File: src/rtl/rca_add_scheduler.sv
// rca_add_scheduler
//   Shares one 16-bit ripple-carry adder among NUM_REQ requesters with
//   round-robin arbitration. Each granted request is a 32-bit add executed as
//   two passes through the shared adder: the low half first, then the high
//   half fed by the registered low-half carry.
//
// Configuration macro: RCA_SCHED_OVF_EN
//   When defined, adds the registered signed-overflow output ovf.
//
// Ports
//   clk        rising-edge clock
//   rst        asynchronous active-high reset
//   req        per-requester request, held high until that requester's done
//   a_bus      operand A, requester i at [32*i+31:32*i]
//   b_bus      operand B, same packing as a_bus
//   cin        per-requester carry-in
//   grant      one-hot served requester, high from LO through DONE
//   busy       high whenever the FSM is not idle
//   done       one-cycle result-valid strobe
//   done_id    index of the requester whose result is on sum/cout
//   sum        registered 32-bit sum
//   cout       carry out of bit 31
//   ovf        (RCA_SCHED_OVF_EN only) signed 32-bit overflow
//   state_dbg  current FSM state (0 idle, 1 lo, 2 hi, 3 done)
//
// Handshake: a requester raises req and holds it until it sees done with its
// own done_id; it drops req at the edge that ends the done cycle. The FSM only
// samples req in IDLE, which is reached one edge after DONE, so a request is
// never served twice.

module rca_16bit_adder (
    input  logic [15:0] a,
    input  logic [15:0] b,
    input  logic        cin,
    output logic [15:0] sum,
    output logic        cout
);
    logic carry;

    // Bit-serial ripple: carry is rewritten stage by stage inside one block.
    always_comb begin
        carry = cin;
        sum   = '0;
        for (int i = 0; i < 16; i++) begin
            sum[i] = a[i] ^ b[i] ^ carry;
            carry  = (a[i] & b[i]) | (carry & (a[i] ^ b[i]));
        end
        cout = carry;
    end
endmodule

module rca_add_scheduler #(
    parameter int NUM_REQ = 4,
    parameter int ID_W    = 2
) (
    input  logic                  clk,
    input  logic                  rst,
    input  logic [NUM_REQ-1:0]    req,
    input  logic [NUM_REQ*32-1:0] a_bus,
    input  logic [NUM_REQ*32-1:0] b_bus,
    input  logic [NUM_REQ-1:0]    cin,
    output logic [NUM_REQ-1:0]    grant,
    output logic                  busy,
    output logic                  done,
    output logic [ID_W-1:0]       done_id,
    output logic [31:0]           sum,
    output logic                  cout,
`ifdef RCA_SCHED_OVF_EN
    output logic                  ovf,
`endif
    output logic [1:0]            state_dbg
);
    typedef enum logic [1:0] {S_IDLE, S_LO, S_HI, S_DONE} state_t;

    state_t            state;
    logic [ID_W-1:0]   rr_ptr;
    logic [ID_W-1:0]   served;
    logic [31:0]       op_a;
    logic [31:0]       op_b;
    logic              op_cin;
    logic [15:0]       lo_sum;
    logic              c16;

    logic [ID_W-1:0]   pick_idx;
    logic              pick_vld;
    logic [ID_W-1:0]   cand_idx;
    logic [NUM_REQ-1:0] pick_onehot;
    logic [31:0]       sel_a;
    logic [31:0]       sel_b;
    logic              sel_cin;
    logic [ID_W-1:0]   next_ptr;

    logic [15:0]       add_a;
    logic [15:0]       add_b;
    logic              add_cin;
    logic [15:0]       add_sum;
    logic              add_cout;

    // Round-robin pick: scan offsets from the far end down to 0 so the set
    // bit closest at-or-after rr_ptr is the last one written and wins.
    always_comb begin
        pick_idx = '0;
        pick_vld = 1'b0;
        cand_idx = '0;
        for (int k = NUM_REQ - 1; k >= 0; k--) begin
            cand_idx = ID_W'((int'(rr_ptr) + k) % NUM_REQ);
            if (req[cand_idx]) begin
                pick_idx = cand_idx;
                pick_vld = 1'b1;
            end
        end
    end

    // Operand and grant selection for the picked requester.
    always_comb begin
        sel_a       = '0;
        sel_b       = '0;
        sel_cin     = 1'b0;
        pick_onehot = '0;
        for (int i = 0; i < NUM_REQ; i++) begin
            if (pick_idx == ID_W'(i)) begin
                sel_a          = a_bus[32*i +: 32];
                sel_b          = b_bus[32*i +: 32];
                sel_cin        = cin[i];
                pick_onehot[i] = 1'b1;
            end
        end
    end

    assign next_ptr = (int'(served) == NUM_REQ - 1) ? '0 : served + ID_W'(1);

    // The shared adder sees the low half in LO and the high half otherwise;
    // its output is only captured in LO and HI.
    always_comb begin
        if (state == S_LO) begin
            add_a   = op_a[15:0];
            add_b   = op_b[15:0];
            add_cin = op_cin;
        end else begin
            add_a   = op_a[31:16];
            add_b   = op_b[31:16];
            add_cin = c16;
        end
    end

    rca_16bit_adder u_adder (
        .a    (add_a),
        .b    (add_b),
        .cin  (add_cin),
        .sum  (add_sum),
        .cout (add_cout)
    );

    always_ff @(posedge clk or posedge rst) begin
        if (rst) begin
            state   <= S_IDLE;
            rr_ptr  <= '0;
            served  <= '0;
            op_a    <= '0;
            op_b    <= '0;
            op_cin  <= 1'b0;
            lo_sum  <= '0;
            c16     <= 1'b0;
            grant   <= '0;
            done    <= 1'b0;
            done_id <= '0;
            sum     <= '0;
            cout    <= 1'b0;
`ifdef RCA_SCHED_OVF_EN
            ovf     <= 1'b0;
`endif
        end else begin
            case (state)
                S_IDLE: begin
                    if (pick_vld) begin
                        op_a   <= sel_a;
                        op_b   <= sel_b;
                        op_cin <= sel_cin;
                        served <= pick_idx;
                        grant  <= pick_onehot;
                        state  <= S_LO;
                    end
                end
                S_LO: begin
                    lo_sum <= add_sum;
                    c16    <= add_cout;
                    state  <= S_HI;
                end
                S_HI: begin
                    sum     <= {add_sum, lo_sum};
                    cout    <= add_cout;
`ifdef RCA_SCHED_OVF_EN
                    // Carry into bit 31 recovered from the sum bit and operands.
                    ovf     <= (add_sum[15] ^ op_a[31] ^ op_b[31]) ^ add_cout;
`endif
                    done    <= 1'b1;
                    done_id <= served;
                    state   <= S_DONE;
                end
                S_DONE: begin
                    done   <= 1'b0;
                    grant  <= '0;
                    rr_ptr <= next_ptr;
                    state  <= S_IDLE;
                end
                default: state <= S_IDLE;
            endcase
        end
    end

    assign busy      = (state != S_IDLE);
    assign state_dbg = state;
endmodule

File: config.mk
export PLATFORM = sky130hd
export DESIGN_NAME = rca_add_scheduler
export DESIGN_NICKNAME = d
export VERILOG_FILES = /design/src/rtl/rca_add_scheduler.sv
export SDC_FILE = /design/constraint.sdc
export NUM_CORES = 1
export LEC_CHECK = 0
export ABC_AREA = 1
export BUFFER_PORTS_ARGS = -buffer_cell sky130_fd_sc_hd__buf_4
export CAP_MARGIN = 20
export CORE_MARGIN = 2
export CORE_UTILIZATION = 45
export CTS_CLUSTER_SIZE = 30
export DETAILED_ROUTE_END_ITERATION = 12
export MAX_ROUTING_LAYER = met4
export PLACE_DENSITY = 0.77
export SYNTH_ARGS = -nofsm -noshare
export SYNTH_HDL_FRONTEND = slang
export SYNTH_SLANG_ARGS = --single-unit
File: constraint.sdc
create_clock -name clk -period 8.8 [get_ports clk]
set_input_delay 1.76 -clock clk [delete_from_list [all_inputs] [get_ports clk]]
set_output_delay 1.76 -clock clk [all_outputs]
set_load 0.05 [all_outputs]
==> flow_metrics.py <==
metrics = {
    "outcome": {
        "status": "complete, no violations",
    },
    "timing": {
        "max_freq_mhz": 119,
        "final.setup_skew_ps": 8.12,
        "rsz0062_at_grt": "false",
        "fin_setup_tns_ps": 0,
        "tightest_slew_ps": 1170,
        "slew_headroom_pct": 22.3,
        "slew_viol_final": 0,
        "hold_violations": 0,
        "period_share_pct": 95.4,
        "worst_hold_slack_ps": 469,
        "period_needed_ps": 8390,
        "layout_setup_ws_ps": 406,
        "setup-violations-final": 0,
    },
    "critical_path": {
        "path_buf_inv": 5,
        "worst-setup-path-type": "reg -> reg",
        "critPathLaunchType": "flop",
        "crit_fanout": 11,
        "slowest_delay_ps": 490,
        "cp-end-kind": "flop",
        "setup.worst_path.start": "state_dbg[1]$_DFFE_PP0P_",
        "crit_slowest_cell": "fa_1",
        "critical_path_arrival_ps": 8690,
        "endpoint": "sum[31]$_DFFE_PP0P_",
        "worst-endpoint-required_ps": 9100,
        "r2r_slack_ps": 410,
        "r2r_start": "state_dbg[1]$_DFFE_PP0P_",
        "worstReg2RegEnd": "sum[31]$_DFFE_PP0P_",
        "critPathTopFamily": "adder cells",
        "reg2reg_depth": 25,
        "path_depth": 25,
        "cp_common_cell": "fa_1",
    },
    "global_routing": {
        "first_global_vias": 8525,
        "grt_max_degree": 115,
        "antenna_found_initial": 0,
        "grt.overflow.total": 0,
        "grt_usage_pct": 29.7,
        "grt_pass1_wl_um": 44600,
    },
    "synthesis": {
        "synth_common_cells": "344 x nand2_1, 193 x nand4_1, 128 x dfrtp_1",
        "synthArstFlopShare_pct": 100,
        "syn_area_mm2": 0.00822,
        "netlist-cell-type-count": 23,
        "yosysTopAreaCell": "dfrtp_1",
        "yosysTopAreaCellShare_pct": 39.0,
        "synth_flop_cell": "dfrtp_1",
        "synthCells": 1103,
        "yosysMostFrequentCell": "nand2_1",
        "synth-edff-count": 0,
        "synth_seq_cells": 128,
        "ys_seq_area_share_pct": 39.0,
        "synth_fp_nets": 1391,
        "synthTopCellsByArea": "dfrtp_1 39%, nand2_1 16%, nand4_1 15%",
        "synth_area_per_cell_um2": 7.45,
        "ys_warn_count": 0,
    },
    "clock_network": {
        "cts_tree": "built",
        "cts_made_buffers": 17,
        "h-tree-depth": 4,
        "clockBufferDepth": 2,
        "clk_pin_slew_ps": 60,
        "post-cts-setup-buffer-count": 0,
        "cts-root-buf": "clkbuf_16",
        "insertion_delay_ps": 410,
        "hold_buffers": 0,
        "cts_sinks": 128,
    },
    "floorplan": {
        "die_area_mm2": 0.0194,
        "pin_count": 309,
        "die_y_um": 139,
        "rows": 49,
        "initial_utilization_pct": 45.8,
        "coreArea_mm2": 0.0180,
        "die_w_um": 139,
    },
    "route": {
        "drt_iter0_drc": 739,
        "viasPerCell": 5.62,
        "drc": 0,
        "wire_per_inst_um": 17.9,
        "vias": 8904,
        "wl_um": 28300,
        "firstDrtPassIters": 7,
        "ant_nets": 0,
    },
    "finish": {
        "drive_above_1_share_pct": 26.5,
        "n_antenna_cell": 0,
        "multi_input_area_mm2": 0.00418,
        "final_area_mm2": 0.0110,
        "nets": 1630,
        "syn2layout_area_growth_pct": 33.3,
        "register_area_mm2": 0.00320,
        "final_cells": 1583,
        "fin_util_pct": 61.0,
        "n_fill_cell": 1631,
    },
    "pwr": {
        "power_density_mw_per_mm2": 476,
        "p_total_mw": 5.22,
        "peakVddDrop_mv": 0.363,
        "power_leakage_nw": 5.88,
    },
    "flow_run": {
        "maxCapViolCount": 0,
    },
    "place": {
        "hpwlAfterDp_um": 20300,
        "postPlaceCellArea_mm2": 0.0104,
        "place_worst_setup_slack_ps": 411,
        "portBuffers": 308,
        "gp_congestion": 0.916,
        "dp.cells": 1552,
    },
    "worst_hold_path": {
        "hold_class": "reg -> reg",
    },
}
worst min-delay path by stage:
stage / end / cells past startpoint / from / slack [ps]
floorplan: c16$_DFFE_PP0P_ / 2 / c16$_DFFE_PP0P_ / 430
global placement: c16$_DFFE_PP0P_ / 2 / c16$_DFFE_PP0P_ / 450
detailed placement: sum[8]$_DFFE_PP0P_ / 2 / sum[8]$_DFFE_PP0P_ / 460
CTS: sum[8]$_DFFE_PP0P_ / 2 / sum[8]$_DFFE_PP0P_ / 470
global route: op_b[10]$_DFFE_PP0P_ / 2 / op_b[10]$_DFFE_PP0P_ / 490
finish: sum[8]$_DFFE_PP0P_ / 2 / sum[8]$_DFFE_PP0P_ / 470
tightest hold or removal path, cell delays in order (launching register included):
cell     delay, ps
dfrtp_1        340
nand2_1         50
nand2_1         40
repair_timing:
| item | 4_1_cts | 5_1_grt |
|---|---|---|
| endpoints found under the hold margin | 0 | 0 |
| resized for setup | 0 | 1 |
| setup endpoints to repair | 0 | 1 |
final cells by class:
| class | instances | area share [%] |
|---|---|---|
| clock buffer | 24 | 4.21 |
| clock inverter | 7 | 0.571 |
| inverter | 94 | 3.29 |
| multi-input combinational | 781 | 38.2 |
| sequential | 128 | 29.2 |
| tap | 229 | 2.61 |
| timing repair buffer | 320 | 21.9 |
cell usage in the layout (no fill, tap or decap), drive strengths merged:
master / instances
clkinv: 5
a21oi: 1
nor2: 6
clkinvlp: 1
nand2: 351
dfrtp: 128
mux2i: 26
a21boi: 1
nand3: 73
o22ai: 5
bufinv: 1
o21a: 1
inv: 94
o21ai: 102
fa: 16
nand4: 193
buf: 320
ha: 6
clkbuf: 24
state kept, by name (all words and copies together), names as in the netlist, 4 cells and up:
register  cells
op_a         32
op_b         32
sum          32
lo_sum       16
grant         4
power breakdown:
group / internal [mW] / total (mW) / switching (mW)
combinational: 1.10 / 3.53 / 2.43
sequential: 0.881 / 1.06 / 0.179
clock: 0.391 / 0.627 / 0.236
layer usage:
metal / share of wire (%) / global-route usage, % / wire, um / vias to the layer above
li1: - / - / - / 4242
met1: 42 / 38.5 / 11800 / 4173
met2: 48 / 47.2 / 13500 / 424
met3: 7.7 / 5.63 / 2170 / 65
met4: 3.1 / 9.84 / 873 / 0
met5: 0 / - / 0 / -
logic make-up after synthesis:
family	synth area share, %
mux	3.17
fa+ha+maj	4.81
buf+inv	10.6
flops	39.0
simple gates	35.6
compound gates	6.83
Note: power is estimated with default switching activity, not from simulation.
